--- config.mk ---
export PLATFORM = sky130hd
export DESIGN_NAME = nn_neuron_mac
export DESIGN_NICKNAME = d
export VERILOG_FILES = /design/src/rtl/nn_neuron_mac.sv
export SDC_FILE = /design/constraint.sdc
export NUM_CORES = 1
export LEC_CHECK = 0
export ABC_CLOCK_PERIOD_IN_PS = 6800
export CAP_MARGIN = 20
export CORE_MARGIN = 8
export CORE_UTILIZATION = 57
export CTS_BUF_LIST = sky130_fd_sc_hd__clkbuf_2 sky130_fd_sc_hd__clkbuf_4 sky130_fd_sc_hd__clkbuf_8
export DETAILED_ROUTE_END_ITERATION = 10
export PLACE_DENSITY = 0.88
export SLEW_MARGIN = 20
export SYNTH_ARGS = -nofsm -noshare
export SYNTH_HDL_FRONTEND = slang
export SYNTH_SLANG_ARGS = --single-unit
--- constraint.sdc ---
create_clock -name clk -period 6.8 [get_ports clk]
set_input_delay 0.68 -clock clk [delete_from_list [all_inputs] [get_ports clk]]
set_output_delay 0.68 -clock clk [all_outputs]
set_load 0.05 [all_outputs]
--- src/rtl/nn_neuron_mac.sv ---
// nn_neuron_mac
// Single-neuron multiply-accumulate stage. Drains N_INPUTS activation words
// from a show-ahead FIFO, multiplies each by a locally stored signed weight,
// accumulates onto a bias, then saturates to 32 bits and optionally applies
// ReLU. The result is offered on a valid/ready port.
//
// Parameters
//   N_INPUTS  activations per evaluation (1..8)
//   ACC_W     accumulator width, >= 32 + clog2(N_INPUTS) + 1
//
// Ports
//   clk, rst         clock (rising edge), synchronous active-high reset
//   start            one-cycle pulse starting an evaluation (IDLE only)
//   relu_en, bias    sampled together with start
//   w_we/addr/data   weight RAM write port (IDLE only)
//   in_valid/in_data FIFO not-empty flag and head word ([15:0] = activation)
//   in_pop           pop request; FIFO head advances after the edge
//   out_valid/ready  result handshake
//   out_data         signed 32-bit neuron result
//   busy             high in any state other than IDLE

module nn_neuron_mac #(
    parameter int N_INPUTS = 8,
    parameter int ACC_W    = 40
) (
    input  logic               clk,
    input  logic               rst,
    input  logic               start,
    input  logic               relu_en,
    input  logic signed [31:0] bias,
    input  logic               w_we,
    input  logic [2:0]         w_addr,
    input  logic signed [15:0] w_data,
    input  logic               in_valid,
    input  logic [31:0]        in_data,
    output logic               in_pop,
    output logic               out_valid,
    input  logic               out_ready,
    output logic signed [31:0] out_data,
    output logic               busy
);

    typedef enum logic [1:0] {
        S_IDLE,
        S_ACCUM,
        S_FINAL,
        S_RESULT
    } state_t;

    state_t state, state_nxt;

    logic signed [15:0]      weight [8];
    logic signed [ACC_W-1:0] acc;
    logic [2:0]              idx;
    logic                    relu_q;

    logic                    last_pop;
    logic signed [31:0]      w_ext;
    logic signed [31:0]      a_ext;
    logic signed [31:0]      prod;
    logic signed [ACC_W-1:0] prod_ext;
    logic signed [ACC_W-1:0] bias_ext;
    logic                    acc_fits;
    logic signed [31:0]      sat_val;
    logic signed [31:0]      result;

    // Upper half of the FIFO word carries no activation data.
    logic unused_in_hi;
    assign unused_in_hi = ^in_data[31:16];

    // ------------------------------------------------------------------
    // Datapath arithmetic
    // ------------------------------------------------------------------
    // Both operands are widened to 32 bits first so the 16x16 product is
    // exact in a 32-bit signed result without relying on context sizing.
    assign w_ext    = {{16{weight[idx][15]}}, weight[idx]};
    assign a_ext    = {{16{in_data[15]}}, in_data[15:0]};
    assign prod     = w_ext * a_ext;
    assign prod_ext = {{(ACC_W-32){prod[31]}}, prod};
    assign bias_ext = {{(ACC_W-32){bias[31]}}, bias};

    // The accumulator fits in 32 bits when every bit from 31 upward is a
    // copy of the sign; otherwise clamp toward the sign.
    assign acc_fits = (&acc[ACC_W-1:31]) | ~(|acc[ACC_W-1:31]);
    assign sat_val  = acc_fits ? acc[31:0]
                    : (acc[ACC_W-1] ? 32'sh8000_0000 : 32'sh7FFF_FFFF);
    assign result   = (relu_q && sat_val[31]) ? 32'sd0 : sat_val;

    // idx reaches N_INPUTS-1 on the final pop; it may wrap afterwards, which
    // is harmless because the state leaves ACCUM on that same edge.
    assign last_pop = in_pop && (idx == 3'(N_INPUTS - 1));

    // ------------------------------------------------------------------
    // FSM
    // ------------------------------------------------------------------
    always_ff @(posedge clk) begin
        if (rst) state <= S_IDLE;
        else     state <= state_nxt;
    end

    always_comb begin
        state_nxt = state;
        in_pop    = 1'b0;
        out_valid = 1'b0;
        busy      = 1'b1;
        unique case (state)
            S_IDLE: begin
                busy = 1'b0;
                if (start) state_nxt = S_ACCUM;
            end
            S_ACCUM: begin
                // Never pop an empty FIFO.
                in_pop = in_valid;
                if (last_pop) state_nxt = S_FINAL;
            end
            S_FINAL: begin
                state_nxt = S_RESULT;
            end
            S_RESULT: begin
                out_valid = 1'b1;
                if (out_ready) state_nxt = S_IDLE;
            end
            default: state_nxt = S_IDLE;
        endcase
    end

    // ------------------------------------------------------------------
    // Weights, accumulator, result register
    // ------------------------------------------------------------------
    always_ff @(posedge clk) begin
        if (rst) begin
            for (int i = 0; i < 8; i++) weight[i] <= '0;
            acc      <= '0;
            idx      <= '0;
            relu_q   <= 1'b0;
            out_data <= '0;
        end else begin
            unique case (state)
                S_IDLE: begin
                    if (w_we) weight[w_addr] <= w_data;
                    if (start) begin
                        acc    <= bias_ext;
                        idx    <= '0;
                        relu_q <= relu_en;
                    end
                end
                S_ACCUM: begin
                    if (in_pop) begin
                        acc <= acc + prod_ext;
                        idx <= idx + 3'd1;
                    end
                end
                S_FINAL: begin
                    out_data <= result;
                end
                default: ;
            endcase
        end
    end

endmodule
== Word-level counts from Yosys, hierarchy flattened ==
Memories as Yosys holds them, arrays and structs flattened. A register that Yosys moved wholly into a read port is not among the register bits.
Index checks and enable logic that the tools add are counted.

* RAM bits: 128
* Memories: 1
* Word-level logic and storage cells: 56
* Bits of input ports: 90
* Output and inout bits: 35
* Flip-flop bits (word level): 78

* Muxes and demuxes: 27
* Reduce and logical (&&, ||, !) cells: 10
* Bitwise logic cells: 2
* Multipliers: 1
* Equality and inequality tests: 8
* Add/sub/neg operators: 2

{| class="wikitable"
|+ Memories
! memory !! depth !! bits a word !! rd ports !! clocked after memory_dff !! write ports !! line !! source
|-
| weight || 8 || 16 || 1 || 1 || 8 || 52 || <nowiki>logic signed [15:0] weight [8];</nowiki>
|}

{| class="wikitable"
|+ Operators by type and width
! kind !! number
|-
| $mux W32 || 3
|-
| $mux W40 || 2
|-
| $pmux W40 S2 || 1
|-
| $add A40 B32 Y40 || 1
|-
| $mul A16 B16 Y32 || 1
|-
| $mux W16 || 1
|-
| $reduce_or A16 Y1 || 1
|-
| $mux W3 || 5
|-
| $mux W1 || 10
|-
| $reduce_and A9 Y1 || 1
|-
| $reduce_or A9 Y1 || 1
|-
| $ne A2 B2 Y1 const B || 4
|-
| $pmux W2 S4 || 1
|-
| $mux W2 || 3
|-
| $pmux W3 S2 || 1
|-
| $reduce_and A3 Y1 || 2
|-
| $eq A2 B2 Y1 const B || 2
|-
| $add A3 B1 Y3 const B || 1
|-
| $eq A3 B3 Y1 const B || 1
|-
| $eq A2 B1 Y1 const B || 1
|-
| $logic_and A1 B1 Y1 || 2
|-
| $logic_not A2 Y1 || 1
|-
| $reduce_and A2 Y1 || 1
|-
| $reduce_bool A2 Y1 || 1
|-
| other kinds (2) || 2
|}

== Longest topological paths before layout ==
Gate-level depths: netlist of the first run.

* Depth after elaboration: 6
* Mapped depth: 28
* Gate-level depth less buffers: 26

== Worst setup path after synthesis of the first run ==
OpenSTA, ideal clock, no wires.

* Path kind: reg2reg
* Start point: register with a tool-made name
* End point: register acc[39]
* Buffers on the path: 1
* Clock period less this slack: 7.180 ns
* Required time: 6.679 ns
* Cell stages (with the launch flop): 25
* Slack: -0.380 ns
* Library setup time: 0.121 ns
* Data arrival time: 7.059 ns
* Cells stage by stage: dfxtp_1 > clkbuf_1 > mux4_2 > mux2_2 > nand2_1 > inv_1 > fa_1 > fa_1 > inv_1 > fa_1 > fa_1 > inv_1 > fa_1 > inv_1 > fa_1 > inv_1 > ha_1 > o21a_1 > or3b_2 > nand2_1 > nor3_1 > a211o_1 > o21ai_0 > xnor2_1 > o21ai_0

{| class="wikitable"
|+ RTL lines
! item !! line !! source
|-
| to (signal assigned) || 142 || <nowiki>acc <= bias_ext;</nowiki>
|-
| to (signal assigned) || 149 || <nowiki>acc <= acc + prod_ext;</nowiki>
|-
| to (decl) || 53 || <nowiki>logic signed [ACC_W-1:0] acc;</nowiki>
|}

==> flow_summary.ini, run 1 <==
[critical_path]
cp_slowest_stage_delay_ns = 0.63
crit_slowest_cell = fa_1
cp-start-kind = register
crit_top_cell = fa_1
cp.arrival_ns = 8.23
critPathMaxFanout = 5
crit_type = reg2reg
end_kind = register
cp.required_ns = 7.29

[yosys]
synthCells = 2112
ys_seq_elements = 209
synth_top_area_share_pct = 30.67
syn-num-nets = 2654
async_flop_share_pct = 0
syn_area_per_cell_um2 = 10.20
synth_edf_count = 128
synth.cell_area_mm2 = 0.02154
synthTopCellsByArea = fa_1, edfxtp_1, dfxtp_1
yosysTopAreaCell = fa_1
synth-main-ff-cell = edfxtp_1
yosysWarnings = 0
seq_area_frac_synth_pct = 25.37
synth_cell_types = 61

[floorplan]
core_area_mm2 = 0.03749
io_pins = 125
rows = 71
start_util_pct = 57.46
die_h_um = 210.4
die-area_mm2 = 0.04427
die_w_um = 210.4

[cells_and_area]
layout-drive-gt1-share_pct = 20.09
final_cells = 2927
final_cell_mix = inv_1, fa_1, and2_1
final_common_cell = inv_1
nNetsFinal = 2933
area_delta_synth_final_pct = 22.47
post-route-util_pct = 70.37

[grt]
grt_max_degree = 54
antenna_found_initial = 3
grt_pass1_wl_um = 103800
overflow = 0
grt_pass1_vias = 19250
grt_usage_pct = 29.80

[routing]
final_antenna_net_count = 0
dr.pass1.iters = 7
wl_per_cell_um = 25.48
via_count = 18440
drc_errors = 0
vias_per_cell = 6.301
drt-initial-drc-count = 2498
wl_um = 74590

[placement]
dp_slack_ns = -0.6310
dpl.cell_count = 2806
hpwl_um = 46480
portBuffers = 108
gp_congestion = 0.9331

[sta]
worst_pin_slew_ns = 1.113
setup_viol = 28
timing.fmax_ghz = 0.1292
final.setup.worst_slack_ns = -0.9388
slew_violations = 0
slew_headroom_pct = 25.31
min_period_ns = 7.739
rsz0062_at_grt = true
fin_crit_sh_pct = 113.8
final_hold_viol_count = 0
fin_skew_ns = 0.05589

[clock_network]
cts_tree = built
clk_latency_ns = 0.61
h-tree-depth = 1
clock_sinks = 209
cts_buffers = 29
cts.hold.buffers_added = 0
cts_buffer_depth = 3
cts-root-buf = clkbuf_8
path_clk_slew_ns = 0.08

[run_status]
violations = negative setup slack
status = complete, but fails checks

[worst_hold_path]
hold_class = reg2reg

[job]
max_cap_violations = 0
-- per-layer routing --
metal / GRT usage (%) / share of wire [%]
met1: 34.68 / 32
met2: 51.16 / 46
met4: 16.39 / 9.2
met5: 0 / 0.039
met3: 6.357 / 13
-- metrics by stage --
stage               hold slack [ns]    TNS, ns  cell area (µm²)
detailed placement           0.4598     -10.34            24410
global route                 0.4914     -19.88            26380
floorplan                    0.4410  -0.003287            21680
CTS                          0.4773     -4.260            25930
global placement             0.4555     -6.947            24400
finish                       0.4756     -18.27            26380
-- path summary, 6_finish.rpt --
check                                               from                  endpoint  slack (ns)  cells past startpoint
worst min register to register  out_data[7]$_SDFFE_PP0P_  out_data[7]$_SDFFE_PP0P_        0.48                      2
worst min-delay path            out_data[7]$_SDFFE_PP0P_  out_data[7]$_SDFFE_PP0P_        0.48                      2
worst max register to register                  register      acc[32]$_SDFFE_PP0P_       -0.94                     30
worst max-delay path                            register      acc[32]$_SDFFE_PP0P_       -0.94                     30
-- cells by family after synthesis --
kind of cell | synth area share, %
AO/OA/AOI/OAI | 7.075
XOR/XNOR | 1.586
adder cells (fa/ha/maj) | 37.76
buffers and inverters | 8.881
flip-flops | 25.37
multiplexers | 4.833
AND/OR/NAND/NOR | 14.50
-- Yosys cell counts, drive strengths merged, types with 16 or more instances --
master / number
clkbuf: 78
o21ai: 64
mux2: 16
inv: 415
a21oi: 88
ha: 122
edfxtp: 128
nor3: 22
nand2: 162
and2: 232
mux4: 32
nand3: 16
nor2b: 16
nand2b: 43
dfxtp: 81
nor2: 78
a211oi: 29
xnor2: 20
fa: 330
xor2: 19
-- worst max-delay path, delay by kind of cell, from the launching register on --
kind	cells	cell delay, ns
adders and majority gates	7	3.47
muxes	2	0.82
buffers and inverters	11	1.30
DFF	1	0.40
and+or+nand+nor	5	0.79
xor gates and xnor gates	1	0.26
AOI/OAI and AO/OA	4	0.60
-- final cells by class --
cell class	instances	area, µm²
repair buffers	336	3159
fillers	2267	11110
flip-flops and latches	209	5469
inverters	416	1567
diodes	2	5.005
clock inverters	18	116.4
clock buffers	36	457.9
multi-input cells	1399	14970
well taps	511	639.4
-- what timing repair did --
action	CTS	global route
endpoints found under the setup margin	25	30
gates resized for setup	144	59
endpoints found under the hold margin	0	0
gates cloned	2	1
pin swaps	66	40
buffers inserted	41	23
-- registers in the layout (all words and copies together) (netlist names), named ones only --
register / flops
weight: 128
acc: 40
out_data: 32
idx: 3
state: 2
relu_q: 1
Power of run 1 is left out: the tool's default activity adds up to more than one toggle a clock period on the data nets, which glitch-free logic cannot reach.
==> run 2: changes to the inputs <==
Settings changed: SLEW_MARGIN 20 to 40.
==> run 2 against run 1 <==
The run still ends with negative setup slack left. Utilization down 0.86 points. Count of clock-buffer cells in the layout up 9. Cell area is 1.2% lower. Setup slack gained 0.41 ns. Via count down 5.6%. Critical path type unchanged. Fmax is 5.6% higher. Clock skew decreased by 0.031 ns. Largest cell class unchanged. Critical path depth fell by 3.
==> flow_summary.ini, run 2 (synthesis results as in run 1) <==
[floorplan]
rows = 71
core_area_mm2 = 0.03749
die-area_mm2 = 0.04427
die_w_um = 210.4
start_util_pct = 57.46
die_h_um = 210.4
io_pins = 125

[critical_path]
endpoint = acc[37]$_SDFFE_PP0P_
cp.required_ns = 7.21
cp-start-kind = register
cp.arrival_ns = 7.74
r2r_cells = 27
r2r_end = acc[37]$_SDFFE_PP0P_
critPathMaxFanout = 12
end_kind = register
reg2reg_slack_ns = -0.53
crit_type = reg2reg

[sta]
setup_viol = 25
min_period_ns = 7.331
slew_violations = 0
fin_crit_sh_pct = 107.8
final.setup.worst_slack_ns = -0.5315
worst_pin_slew_ns = 0.8195
final_hold_viol_count = 0
rsz0062_at_grt = true
timing.fmax_ghz = 0.1364
fin_skew_ns = 0.02476
slew_headroom_pct = 45.30
fin_setup_tns_ns = -8.653

[routing]
drc_errors = 0
via_count = 17420
wl_per_cell_um = 22.71
final_antenna_net_count = 0
dr.pass1.iters = 5
drt-initial-drc-count = 1757
wl_um = 65920
vias_per_cell = 6.001

[worst_hold_path]
hold_class = reg2reg

[grt]
gr-usage-met1_pct = 34.73
grt_use_met3_pct = 4.812
antenna_found_initial = 1
overflow = 0
globalRouteMet2Util_pct = 48.33
grt_pass1_vias = 18540
grt_usage_pct = 27.98
grt_busiest_layer = met2
grt_pass1_wl_um = 98500
grt_max_degree = 54

[cells_and_area]
nNetsFinal = 2911
regMostFlops = weight
post-route-util_pct = 69.51
final_cell_mix = inv_1, fa_1, and2_1
final_common_cell = inv_1
layout-drive-gt1-share_pct = 18.65
seq_area_mm2 = 0.005469
fillers = 2344
largest_register_ffs = 128
multi_input_comb_area_mm2 = 0.01483
reg_top3 = weight x128, acc x40, out_data x32
area_delta_synth_final_pct = 20.97

[run_status]
violations = negative setup slack
status = complete, but fails checks

[placement]
hpwl_um = 46430
gp_congestion = 0.9331
portBuffers = 108

[clock_network]
cts_tree = built
clock_sinks = 209
cts-root-buf = clkbuf_8
clk_latency_ns = 0.58
path_clk_slew_ns = 0.07
h-tree-depth = 1
cts_buffers = 29
cts.hold.buffers_added = 0
cts_buffer_depth = 3

[job]
max_cap_violations = 0
[run 2: changes by cell type in the layout (fill, tap and decap cells not counted), moves of 5 or more]
| cell | before | now |
|---|---|---|
| inv_2 | 15 | 5 |
| clkbuf_8 | 30 | 36 |
| inv_1 | 398 | 409 |
| clkinv_1 | 9 | 1 |
| o21ai_1 | 12 | 7 |
| buf_4 | 184 | 173 |
| buf_6 | 21 | 11 |
[run 2: repair_timing]
action / CTS / global route
setup endpoints to repair: 25 / 28
pin swaps: 23 / 51
buffers inserted: 13 / 28
resized for setup: 67 / 82
cloned: 2 / 2
[run 2: worst min-delay path by stage]
stage                                   start                   endpoint  slack [ns]  depth (start not counted)
floorplan                 relu_q$_SDFFE_PP0P_        relu_q$_SDFFE_PP0P_        0.44                          2
global placement    out_data[17]$_SDFFE_PP0P_  out_data[17]$_SDFFE_PP0P_        0.46                          2
detailed placement   out_data[7]$_SDFFE_PP0P_   out_data[7]$_SDFFE_PP0P_        0.46                          2
CTS                 out_data[10]$_SDFFE_PP0P_  out_data[10]$_SDFFE_PP0P_        0.48                          2
global route        out_data[13]$_SDFFE_PP0P_  out_data[13]$_SDFFE_PP0P_        0.49                          2
finish               out_data[7]$_SDFFE_PP0P_   out_data[7]$_SDFFE_PP0P_        0.48                          2
[run 2: routing by layer]
layer	vias up	wire length, µm	part of all wire (%)
met5	-	0	0
met4	0	3623	5.5
met3	330	7196	11
met2	1381	32040	49
met1	8531	23070	35
li1	7178	-	-
[run 2: area by class of cell]
cell class | instances | share of cell area (%)
multi-input cells | 1399 | 56.90
flip-flops and latches | 209 | 20.99
repair buffers | 314 | 11.31
inverters | 416 | 6.007
well taps | 511 | 2.454
clock buffers | 45 | 2.161
clock inverters | 8 | 0.1729
diodes | 1 | 0.009603
[run 2: stage by stage]
step	cell area (µm²)	hold slack (ns)	instances	worst slack, ns
final	26060	0.4755	2903	-0.5315
after global routing	26060	0.4926	2902	-0.6827
after CTS	25480	0.4787	2874	-0.3724
after detailed placement	24430	0.4598	2806	-0.6010
after global placement	24400	0.4555	2806	-0.4302
after floorplan	21680	0.4410	2112	-0.003287
[run 2: worst max-delay path, stage by stage (launching register included)]
cell and delay (ns):
dfxtp_4 0.45, buf_12 0.16, mux4_2 0.52, mux2_4 0.35, buf_12 0.17, and2_4 0.17, o21bai_1 0.17, ha_1 0.35
buf_4 0.16, fa_1 0.50, inv_1 0.07, fa_1 0.49, fa_1 0.54, inv_1 0.06, fa_1 0.48, inv_1 0.07
fa_1 0.50, inv_1 0.09, ha_4 0.30, a41o_1 0.22, a21oi_2 0.07, or3b_4 0.42, nand2_1 0.08, nor3_1 0.05
a211o_1 0.37, xnor2_1 0.15, a21oi_1 0.15, nor3_1 0.06
Power of run 2 is left out for the same reason.
